===== src/rtl/disp_chan_sched.sv =====
// Channel scheduler and CPU capture arbiter for the 8-channel display multiplexer.
// Optional build macro: DISP_CPU_PREEMPT_EN (a CPU capture in auto-scan jumps to channel 0).
module disp_chan_sched #(
  parameter int DWELL_W   = 24,
  parameter int DWELL_MIN = 16
) (
  input  logic               clk,
  input  logic               rst,
  input  logic [1:0]         mode,
  input  logic [2:0]         sw_chan,
  input  logic               btn_step,
  input  logic [7:0]         chan_mask,
  input  logic [DWELL_W-1:0] dwell,
  input  logic               cpu_wr_req,
  output logic [2:0]         Test,
  output logic               EN,
  output logic               cpu_wr_ack,
  output logic               chan_valid,
  output logic               chan_change,
  output logic [1:0]         dbg_wr_state
);

  typedef enum logic [1:0] {
    WR_IDLE = 2'd0,
    WR_CAP  = 2'd1,
    WR_WAIT = 2'd2
  } wr_state_e;

  localparam logic [1:0] MODE_SW     = 2'b00;
  localparam logic [1:0] MODE_BTN    = 2'b01;
  localparam logic [1:0] MODE_AUTO   = 2'b10;
  localparam logic [DWELL_W-1:0] DWELL_MIN_L = DWELL_W'(DWELL_MIN);

  // Handshake: cpu_wr_req is a level request; cpu_wr_ack pulses once per request
  // and a new request is only accepted after req has been seen low for a cycle.

  logic [2:0]         test_q, test_d;
  logic               valid_q, valid_d;
  logic               change_q, change_d;
  logic [DWELL_W-1:0] cnt_q, cnt_d;
  logic               btn_q, btn_d;
  wr_state_e          wr_q, wr_d;
  logic               en_q, en_d;
  logic               ack_q, ack_d;
  logic [DWELL_W-1:0] limit_m1;

  function automatic logic [2:0] next_en(input logic [2:0] c, input logic [7:0] m);
    logic [2:0] r;
    logic [2:0] idx;
    logic       found;
    r     = c;
    found = 1'b0;
    for (int i = 1; i < 8; i++) begin
      idx = c + 3'(i);
      if (!found && m[idx]) begin
        r     = idx;
        found = 1'b1;
      end
    end
    return r;
  endfunction

  always_comb begin
    limit_m1 = ((dwell < DWELL_MIN_L) ? DWELL_MIN_L : dwell) - DWELL_W'(1);
  end

  always_comb begin
    test_d = test_q;
    cnt_d  = '0;
    btn_d  = btn_step;
    case (mode)
      MODE_SW: test_d = sw_chan;
      MODE_BTN: begin
        if (btn_step && !btn_q) test_d = next_en(test_q, chan_mask);
      end
      MODE_AUTO: begin
        // >= so a dwell shortened below the running count advances at once.
        if (cnt_q >= limit_m1) begin
          test_d = next_en(test_q, chan_mask);
        end else begin
          cnt_d = cnt_q + DWELL_W'(1);
        end
      end
      default: test_d = test_q;
    endcase
`ifdef DISP_CPU_PREEMPT_EN
    if (mode == MODE_AUTO && wr_q == WR_CAP) begin
      test_d = 3'd0;
      cnt_d  = '0;
    end
`endif
    valid_d  = chan_mask[test_d];
    change_d = (test_d != test_q);
  end

  always_comb begin
    wr_d  = wr_q;
    en_d  = 1'b0;
    ack_d = 1'b0;
    case (wr_q)
      WR_IDLE: begin
        if (cpu_wr_req) begin
          wr_d  = WR_CAP;
          en_d  = 1'b1;
          ack_d = 1'b1;
        end
      end
      WR_CAP:  wr_d = WR_WAIT;
      WR_WAIT: if (!cpu_wr_req) wr_d = WR_IDLE;
      default: wr_d = WR_IDLE;
    endcase
  end

  always_ff @(posedge clk or negedge rst) begin
    if (!rst) begin
      test_q   <= 3'd0;
      valid_q  <= 1'b0;
      change_q <= 1'b0;
      cnt_q    <= '0;
      btn_q    <= 1'b0;
      wr_q     <= WR_IDLE;
      en_q     <= 1'b0;
      ack_q    <= 1'b0;
    end else begin
      test_q   <= test_d;
      valid_q  <= valid_d;
      change_q <= change_d;
      cnt_q    <= cnt_d;
      btn_q    <= btn_d;
      wr_q     <= wr_d;
      en_q     <= en_d;
      ack_q    <= ack_d;
    end
  end

  assign Test         = test_q;
  assign chan_valid   = valid_q;
  assign chan_change  = change_q;
  assign EN           = en_q;
  assign cpu_wr_ack   = ack_q;
  assign dbg_wr_state = wr_q;

endmodule


===== config.mk =====
export PLATFORM = sky130hd
export DESIGN_NAME = disp_chan_sched
export DESIGN_NICKNAME = d
export VERILOG_FILES = /design/src/rtl/disp_chan_sched.sv
export SDC_FILE = /design/constraint.sdc
export NUM_CORES = 1
export LEC_CHECK = 0
export CAP_MARGIN = 20
export CORE_UTILIZATION = 50
export CTS_CLUSTER_SIZE = 10
export DETAILED_ROUTE_END_ITERATION = 16
export PLACE_DENSITY = 0.78
export SLEW_MARGIN = 30
export SYNTH_ARGS = -nofsm -noshare
export SYNTH_HDL_FRONTEND = slang
export SYNTH_SLANG_ARGS = --single-unit
export TNS_END_PERCENT = 100

===== constraint.sdc =====
create_clock -name clk -period 3.8 [get_ports clk]
set_input_delay 0.95 -clock clk [delete_from_list [all_inputs] [get_ports clk]]
set_output_delay 0.95 -clock clk [all_outputs]
set_load 0.05 [all_outputs]

**Yosys cells after proc, flatten, opt, wreduce, memory -nomap -nowiden**

Cells that the tools add are included.

- Equal/unequal tests: 7
- Order comparisons: 10
- $add $sub $neg: 9
- Reduce and logical (&&, ||, !) cells: 29
- Mux-type cells: 75

Operator list:

| kind | number |
|---|---|
| two-way mux 24 bit | 3 |
| two-way mux 1 bit | 45 |
| two-way mux 3 bit | 15 |
| less-than comparator 3 x 4 -> 1 bit, second input constant | 8 |
| adder 24 x 1 -> 24 bit, second input constant | 1 |
| binary-select mux 1 bit (select 3 bit) | 8 |
| greater-or-equal comparator 24 bit | 1 |
| less-than comparator 24 x 5 -> 1 bit, second input constant | 1 |
| subtractor 24 x 1 -> 24 bit, second input constant | 1 |
| logical AND 1 bit | 13 |
| zero test 1 bit | 13 |
| adder 3 bit, second input constant | 4 |
| one-hot mux 3 bit (3 select lines) | 1 |
| adder 3 x 2 -> 3 bit, second input constant | 2 |
| one-hot mux 2 bit (3 select lines) | 1 |
| == test 2 x 1 -> 1 bit, second input constant | 2 |
| == test 2 bit, second input constant | 2 |
| zero test 2 bit | 2 |
| two-way mux 2 bit | 2 |
| != test 2 bit, second input constant | 2 |
| adder 3 x 1 -> 3 bit, second input constant | 1 |
| != test 3 bit | 1 |
| AND reduction 2 bit | 1 |

- Word-level logic and storage cells: 137
- Register bits after elaboration: 33
- Output and inout port bits: 9
- Bits of input ports: 41

**Logic depth before layout (Yosys ltp)**

Gate-level depths: netlist of the first run.

- Depth in word-level cells: 38
- Mapped depth: 21
- Depth with buffers taken out: 21

**Worst setup path after synthesis of the first run**

Ideal clock, no wire load.

- Path kind: input-to-reg
- From: input port dwell[15]
- To: register valid_q (netlist: chan_valid)
- Path slack: -2.373 ns
- Data required time: 3.672 ns
- Library setup time: 0.128 ns
- Stages: 21
- Path buffers: 0
- Data arrival time: 6.045 ns
- Cells stage by stage: or3_1 > or4_1 > or4_1 > nand2_1 > ha_1 > nand2_1 > nor2_1 > nand2_1 > nor4_1 > xnor2_1 > ha_1 > and3_1 > a221o_1 > a21oi_1 > o2111ai_1 > a221oi_1 > a211oi_1 > a221oi_4 > mux2i_1 > mux2i_1 > mux2_1

- Word-level cells in the longest chain between the ends: 8

RTL lines:

| element | line | RTL |
|---|---|---|
| start: declaration | 13 | `input logic [DWELL_W-1:0] dwell,` |
| less-than comparator 24 x 5 -> 1 bit | 64 | `limit_m1 = ((dwell < DWELL_MIN_L) ? DWELL_MIN_L : dwell) - DWELL_W'(1);` |
| two-way mux 24 bit * | 64 |  |
| subtractor 24 x 1 -> 24 bit * | 64 |  |
| greater-or-equal comparator 24 bit * | 78 | `if (cnt_q >= limit_m1) begin` |
| two-way mux 3 bit * | 78 |  |
| one-hot mux 3 bit (3 select lines) * | 71 | `case (mode)` |
| binary-select mux 1 bit (select 3 bit) * | 92 | `valid_d = chan_mask[test_d];` |
| two-way mux 1 bit (implied by the code) * | 92 |  |
| named net valid_d | 38 | `logic valid_q, valid_d;` |
| end signal: assignment | 126 | `valid_q <= valid_d;` |
| end: declaration | 38 |  |

The timed path passes the listed nets; every way through them passes the cells marked *. The select of a mux whose other input is x is not followed.
A chain may end at the register's enable or synchronous reset.

**Final worst setup path of the first run**

- From: input port dwell[13]
- To: register valid_q (netlist: chan_valid)

Same word-level chain as after synthesis.

==> flow_summary.yaml, run 1 <==
run_status:
  status: "finished with violations"
  violations: "negative setup slack"
clock_tree:
  numClockSinks: 33
  clock_latency_ns: 0.30
  numCtsBuffers: 5
  cts_tree: "built"
  h-tree-depth: 2
  path_clk_slew_ns: 0.07
  clk_path_buf_depth: 2
  ctsHoldBuffers: 0
  root_buffer: "clkbuf_8"
min_path:
  hold_end: "dbg_wr_state[0]"
  whs_path_depth: 1
  hp-start: "dbg_wr_state[0]"
  holdCritPathClass: "reg -> reg"
grt:
  grt_usage: 0.314
  grt_max_degree: 34
  overflow: 0
  antenna_found_initial: 0
  grt_pass1_wl_um: 17500
  grt_pass1_vias: 3838
placed_design:
  gp_congestion: 0.868
  place_ws_ns: -2.51
  portBuffers: 49
  dpl.hpwl_um: 7260
sta:
  max_freq_ghz: 0.174
  worst_slack_ns: -1.96
  setup_viol: 29
  hold_viol: 0
  max_slew.worst_pin.slew_ns: 0.682
  rsz0062_at_grt: "yes"
  skew_ns: 0.0124
  slew_headroom: 0.544
  slew_violations: 0
  post-route-min-period_ns: 5.76
  whs_ns: 0.502
  setup_tns_ns: -43.57
  finalCritPeriodShare: 1.52
setup_path:
  r2r_start: "Test[0]"
  critPathKind: "in -> reg"
  crit_arrival_ns: 5.94
  rr_endpoint: "chan_valid"
  worst-r2r-setup-slack_ns: 0.10
  critPathLaunchType: "input pin"
  crit_path_max_fanout: 6
  worstPathRequired_ns: 3.98
  cp-end-kind: "flip-flop"
  reg2reg_depth: 13
layout:
  drive_gt1_frac: 0.350
  syn_to_final_growth_pct: 55.3
  fillers: 338
  n_antenna_cell: 0
  fin_nets: 596
detailed_routing:
  via_count: 3854
  drc: 0
  wirelength_um: 12700
  firstDrtPassIters: 7
  routed_via_density: 6.37
  wl_per_cell_um: 21.0
  drtIter0Drc: 331
  antenna_left: 0
yosys:
  synthArstFlopShare: 1.00
  synth_area_per_cell_sq_um: 8.71
  yosys_warnings: 0
  synth-seq-cells: 33
  postSynthCellCount: 382
  synth_nets: 451
  synth_flop_cell: "dfrtp_1"
  synthDistinctLibCells: 60
  synth-seq-area-share: 0.248
  synthesis.area_sq_mm: 0.00333
  synth_edf_count: 0
power:
  p_per_area_mw_per_mm2: 540
  leakage_nw: 2.30
  power_mw: 2.79
  vdd_drop_max_v: 0.000776
floorplan:
  die_area_sq_mm: 0.00699
  rows: 29
  core_area_sq_mm: 0.00639
  die_y_um: 83.6
  start_util: 0.521
  die_x_um: 83.6
  pin_count: 50
flow_run:
  maxCapViolCount: 0
[routing by layer]
| metal | up-vias | track usage | part of all wire |
|---|---|---|---|
| li1 | 1689 | - | - |
| met1 | 1817 | 0.332 | 0.36 |
| met2 | 263 | 0.574 | 0.50 |
| met3 | 85 | 0.0475 | 0.074 |
| met4 | 0 | 0.206 | 0.069 |
| met5 | - | 0 | 0 |
[cell type report]
class | count | area, sq um | area share
multi-input combinational | 325 | 2730 | 0.529
timing repair buffer | 149 | 1340 | 0.260
sequential | 33 | 826 | 0.160
tap | 77 | 96.3 | 0.0186
clock buffer | 6 | 82.6 | 0.0160
inverter | 13 | 48.8 | 0.00944
clock inverter | 2 | 37.5 | 0.00726
[cells by family after synthesis]
family	share of synthesized area
DFF	0.248
adders and majority gates	0.105
muxes	0.118
buffers and inverters	0.0372
AOI/OAI and AO/OA	0.152
xor gates and xnor gates	0.111
and+or+nand+nor	0.228
[synth_stat cells, drive strengths merged, types with 2 or more instances]
cell type	instances	area share
o221ai	2	0.0071
inv	13	0.015
nand4	7	0.013
ha	28	0.11
clkbuf	3	0.0034
and2	2	0.0038
mux2i	19	0.062
nor2	44	0.050
or2	5	0.0094
a22oi	3	0.0068
a21o	7	0.016
and3	12	0.023
buf	8	0.019
o211ai	2	0.0045
a21boi	5	0.011
nor3b	2	0.0045
xor2	19	0.056
or4	3	0.0079
dfrtp	33	0.25
nor3	10	0.015
mux4	6	0.042
nor4	3	0.0056
nand2b	4	0.0075
o22ai	2	0.0038
a21oi	18	0.027
nor2b	2	0.0038
xnor2	21	0.055
nand2	33	0.037
a221oi	3	0.013
o2111ai	2	0.0053
mux2	4	0.015
or3	9	0.017
nand3	15	0.023
o21ai	18	0.027
a211oi	5	0.011
[sequential cells by signal, summed over array words and instances (netlist names)]
register      count
Test              3
btn_q             1
chan_change       1
chan_valid        1
cnt_q            24
cpu_wr_ack        1
dbg_wr_state      2
[cell usage in the layout, fill, tap and decap left out, types with 12 or more instances in the layout]
cell type,instances
buf_4,90
clkdlybuf4s50_1,38
dfrtp_1,33
nand2_1,27
ha_1,27
nor2_1,24
xnor2_1,21
nor2_4,18
xor2_1,18
mux2i_1,17
o21ai_0,14
nand3_1,14
a21oi_1,12
[worst max-delay path, cell delays in order]
cell,delay (ns)
buf_6,0.09
or3_4,0.38
or4_4,0.43
or4_4,0.61
and3b_2,0.25
buf_6,0.12
nand2_4,0.07
nor2_4,0.04
nand2_2,0.10
buf_4,0.15
nor2_1,0.05
xnor2_1,0.15
ha_1,0.33
nand4_1,0.14
nor2_2,0.22
nand3_2,0.14
o2111ai_2,0.20
a221oi_2,0.11
buf_4,0.17
o211a_1,0.26
a221oi_4,0.25
buf_6,0.15
mux2i_1,0.19
mux2i_1,0.10
mux2_4,0.27
[timing repair]
action                     4_1_cts  5_1_grt
gates cloned                     2        1
buffers inserted                10        8
resized for setup               40       58
pin swaps                       25       40
setup endpoints to repair       29       29
[power by group]
| group | switching [mW] | leakage, nW | internal (mW) | total (mW) |
|---|---|---|---|---|
| Combinational | 1.07 | 1.80 | 0.910 | 1.98 |
| Sequential | 0.0538 | 0.442 | 0.391 | 0.445 |
| Clock | 0.148 | 0.0574 | 0.213 | 0.361 |
[worst max-delay path by stage]
stage | slack [ns] | cells after the start | end | start
final | -1.96 | 25 | chan_valid | dwell[13]
after global routing | -2.11 | 25 | chan_valid | dwell[13]
after CTS | -1.84 | 23 | chan_valid | dwell[13]
after detailed placement | -2.51 | 22 | chan_valid | dwell[5]
after global placement | -2.32 | 22 | chan_valid | dwell[5]
after floorplan | -1.98 | 21 | chan_valid | dwell[5]
[metrics by stage]
stage               std cells   util  instance area [sq um]
floorplan                 382      -                   3420
finish                    605  0.809                   5170
CTS                       597  0.763                   4870
global placement          577  0.710                   4530
detailed placement        577  0.710                   4530
global route              605  0.809                   5170
Power figures use the tool's default switching activity.
==> run 2, diff against run 1 <==
Settings changed: PLACE_DENSITY 0.78 to 0.75.
Clock period 3.8 ns to 7.4 ns, I/O delays scaled along.
==> run 2 against run 1 <==
Effect of this change: largest power group unchanged; final cell count down 14%; the run now ends clean; highest routed layer unchanged; sequential cell count unchanged; worst hold slack improved by 0.0067 ns; sequential power down 41%; combinational power decreased by 63%; sequential share of layout area rose by 4.3 points; clock power decreased by 53%; non-clock buffer count shrank 87; global-route usage shrank 8.2 points; count of clock-buffer cells in the layout down 1; clock skew is 0.0048 ns lower; wire length shrank 37%.
==> flow_summary.yaml, run 2 (synthesized netlist as in run 1, its figures left out) <==
grt:
  grt_pass1_vias: 3022
  antenna_found_initial: 0
  grt_max_degree: 34
  overflow: 0
  grt_pass1_wl_um: 13600
  grt_usage: 0.232
floorplan:
  start_util: 0.521
  pin_count: 50
  die_area_sq_mm: 0.00699
  die_x_um: 83.6
  rows: 29
  die_y_um: 83.6
  core_area_sq_mm: 0.00639
setup_path:
  worstPathRequired_ns: 7.56
  critPathLaunchType: "input pin"
  cp_slowest_cell: "or4_4"
  cpPeakStageDelay_ns: 0.57
  path_common_cell: "nand2_1"
  critPathKind: "in -> reg"
  crit_arrival_ns: 7.18
  crit_chain: "clkdlybuf4s50_1 > or3_1 > or4_1 > or4_4 > nand2_1 > ha_1 > nand2_1 > nor2_1 > nand2_1 > nor4_2 > xnor2_1 > ha_1 > and3_1 > a221o_1 > a21oi_1 > o2111ai_1 > a221oi_2 > a211oi_1 > a221oi_4 > buf_4 > mux2i_1 > mux2i_1 > mux2_1"
  crit_path_max_fanout: 6
  cp-end-kind: "flip-flop"
placed_design:
  portBuffers: 49
  place_inst: 509
  place_ws_ns: -0.105
  dpl.hpwl_um: 6210
  gp_congestion: 0.849
clock_tree:
  numCtsBuffers: 5
  numClockSinks: 33
  clock_latency_ns: 0.28
  path_clk_slew_ns: 0.07
  cts_tree: "built"
  root_buffer: "clkbuf_8"
  clk_path_buf_depth: 2
  h-tree-depth: 2
  ctsHoldBuffers: 0
sta:
  skew_ns: 0.00763
  max_slew.worst_pin.slew_ns: 0.851
  worst_slack_ns: 0.383
  hold_viol: 0
  rsz0062_at_grt: "no"
  max_freq_ghz: 0.143
  post-route-min-period_ns: 7.02
  finalCritPeriodShare: 0.948
  slew_headroom: 0.433
  setup_viol: 0
  slew_violations: 0
detailed_routing:
  routed_via_density: 5.89
  wl_per_cell_um: 15.3
  wirelength_um: 7950
  firstDrtPassIters: 5
  via_count: 3049
  antenna_left: 0
  drtIter0Drc: 172
  drc: 0
layout:
  fillers: 550
  final_cell_mix: "clkdlybuf4s50_1, nor2_1, dfrtp_1, nand2_1, ha_1"
  fin_cells: 518
  drive_gt1_frac: 0.0975
  largest_register_ffs: 24
  fin_nets: 509
  utilization: 0.637
  mostFrequentLayoutCell: "clkdlybuf4s50_1"
  area.sequential_sq_um: 826
  multi_input_area_sq_mm: 0.00239
  top_register: "cnt_q"
  syn_to_final_growth_pct: 22.3
  n_antenna_cell: 0
power:
  p_sw_frac: 0.462
  pwr-share-clk: 0.147
  pwr-share-seq: 0.224
  vdd_drop_max_v: 0.000263
  leakage_nw: 1.76
  power.internal_mw: 0.627
  net-switching-power_mw: 0.538
  power_mw: 1.17
  p_per_area_mw_per_mm2: 286
  combPwrFrac: 0.629
min_path:
  holdCritPathClass: "reg -> reg"
flow_run:
  maxCapViolCount: 0
run_status:
  status: "complete, no violations"
-- run 2: cell types whose count changed in the layout (fill, tap and decap cells not counted), sizes merged --
cell / change
buf: -89
clkbuf: -2
clkinv: +1
clkdlybuf4s50: +11
dlygate4sd2: -1
clkdlybuf4s15: -2
dlymetal6s2s: -5
-- run 2: what timing repair did --
action | CTS | global route
resized for setup | 0 | 3
endpoints found under the hold margin | 0 | 0
setup buffers | 0 | 1
setup endpoints to repair | 0 | 2
-- run 2: path summary, 6_finish.rpt --
check,from,to,slack [ns],depth (start not counted)
setup reg to reg,Test[0],chan_valid,3.10,13
hold reg to reg,dbg_wr_state[0],dbg_wr_state[0],0.51,1
hold / removal,dbg_wr_state[0],dbg_wr_state[0],0.51,1
max in group asynchronous,rst,cnt_q[7],5.13,2
min in group asynchronous,rst,cnt_q[18],1.95,2
setup / recovery,dwell[15],chan_valid,0.38,23
-- run 2: layout make-up --
cell class	count	area share
Sequential cell	33	0.203
Inverter	13	0.0120
Clock buffer	5	0.0169
Tap cell	77	0.0237
Multi-Input combinational cell	325	0.589
Clock inverter	3	0.0114
Timing Repair Buffer	62	0.145
-- run 2: routing by layer --
layer	routed length [um]	GRT usage	share of wire
met3	334	0.0227	0.042
met2	4030	0.428	0.51
met4	67	0.0539	0.0084
met1	3520	0.291	0.44
met5	0	0	0
-- run 2: critical path, delay by kind of cell --
kind | cells | cell delay, ns
simple gates | 9 | 2.23
compound gates | 6 | 1.28
mux | 3 | 0.63
buf+inv | 2 | 0.61
fa+ha+maj | 2 | 0.43
xor+xnor | 1 | 0.16
-- run 2: metrics by stage --
step                      setup TNS (ns)  hold WS [ns]  cell area (sq um)
after global placement                 0         0.491               3930
after CTS                              0         0.508               4050
final                                  0         0.509               4070
after floorplan                        0         0.468               3330
after detailed placement          -0.105         0.498               3930
after global routing                   0         0.530               4070
-- run 2: power by group through the flow --
| stage | registers (mW) | clock network, mW | logic, mW |
|---|---|---|---|
| after floorplan | 0.294 | 0 | 0.545 |
| after CTS | 0.262 | 0.174 | 0.730 |
| after detailed placement | 0.267 | 0 | 0.726 |
| after global placement | 0.264 | 0 | 0.719 |
| after global routing | 0.270 | 0.182 | 0.795 |
| final | 0.261 | 0.171 | 0.733 |
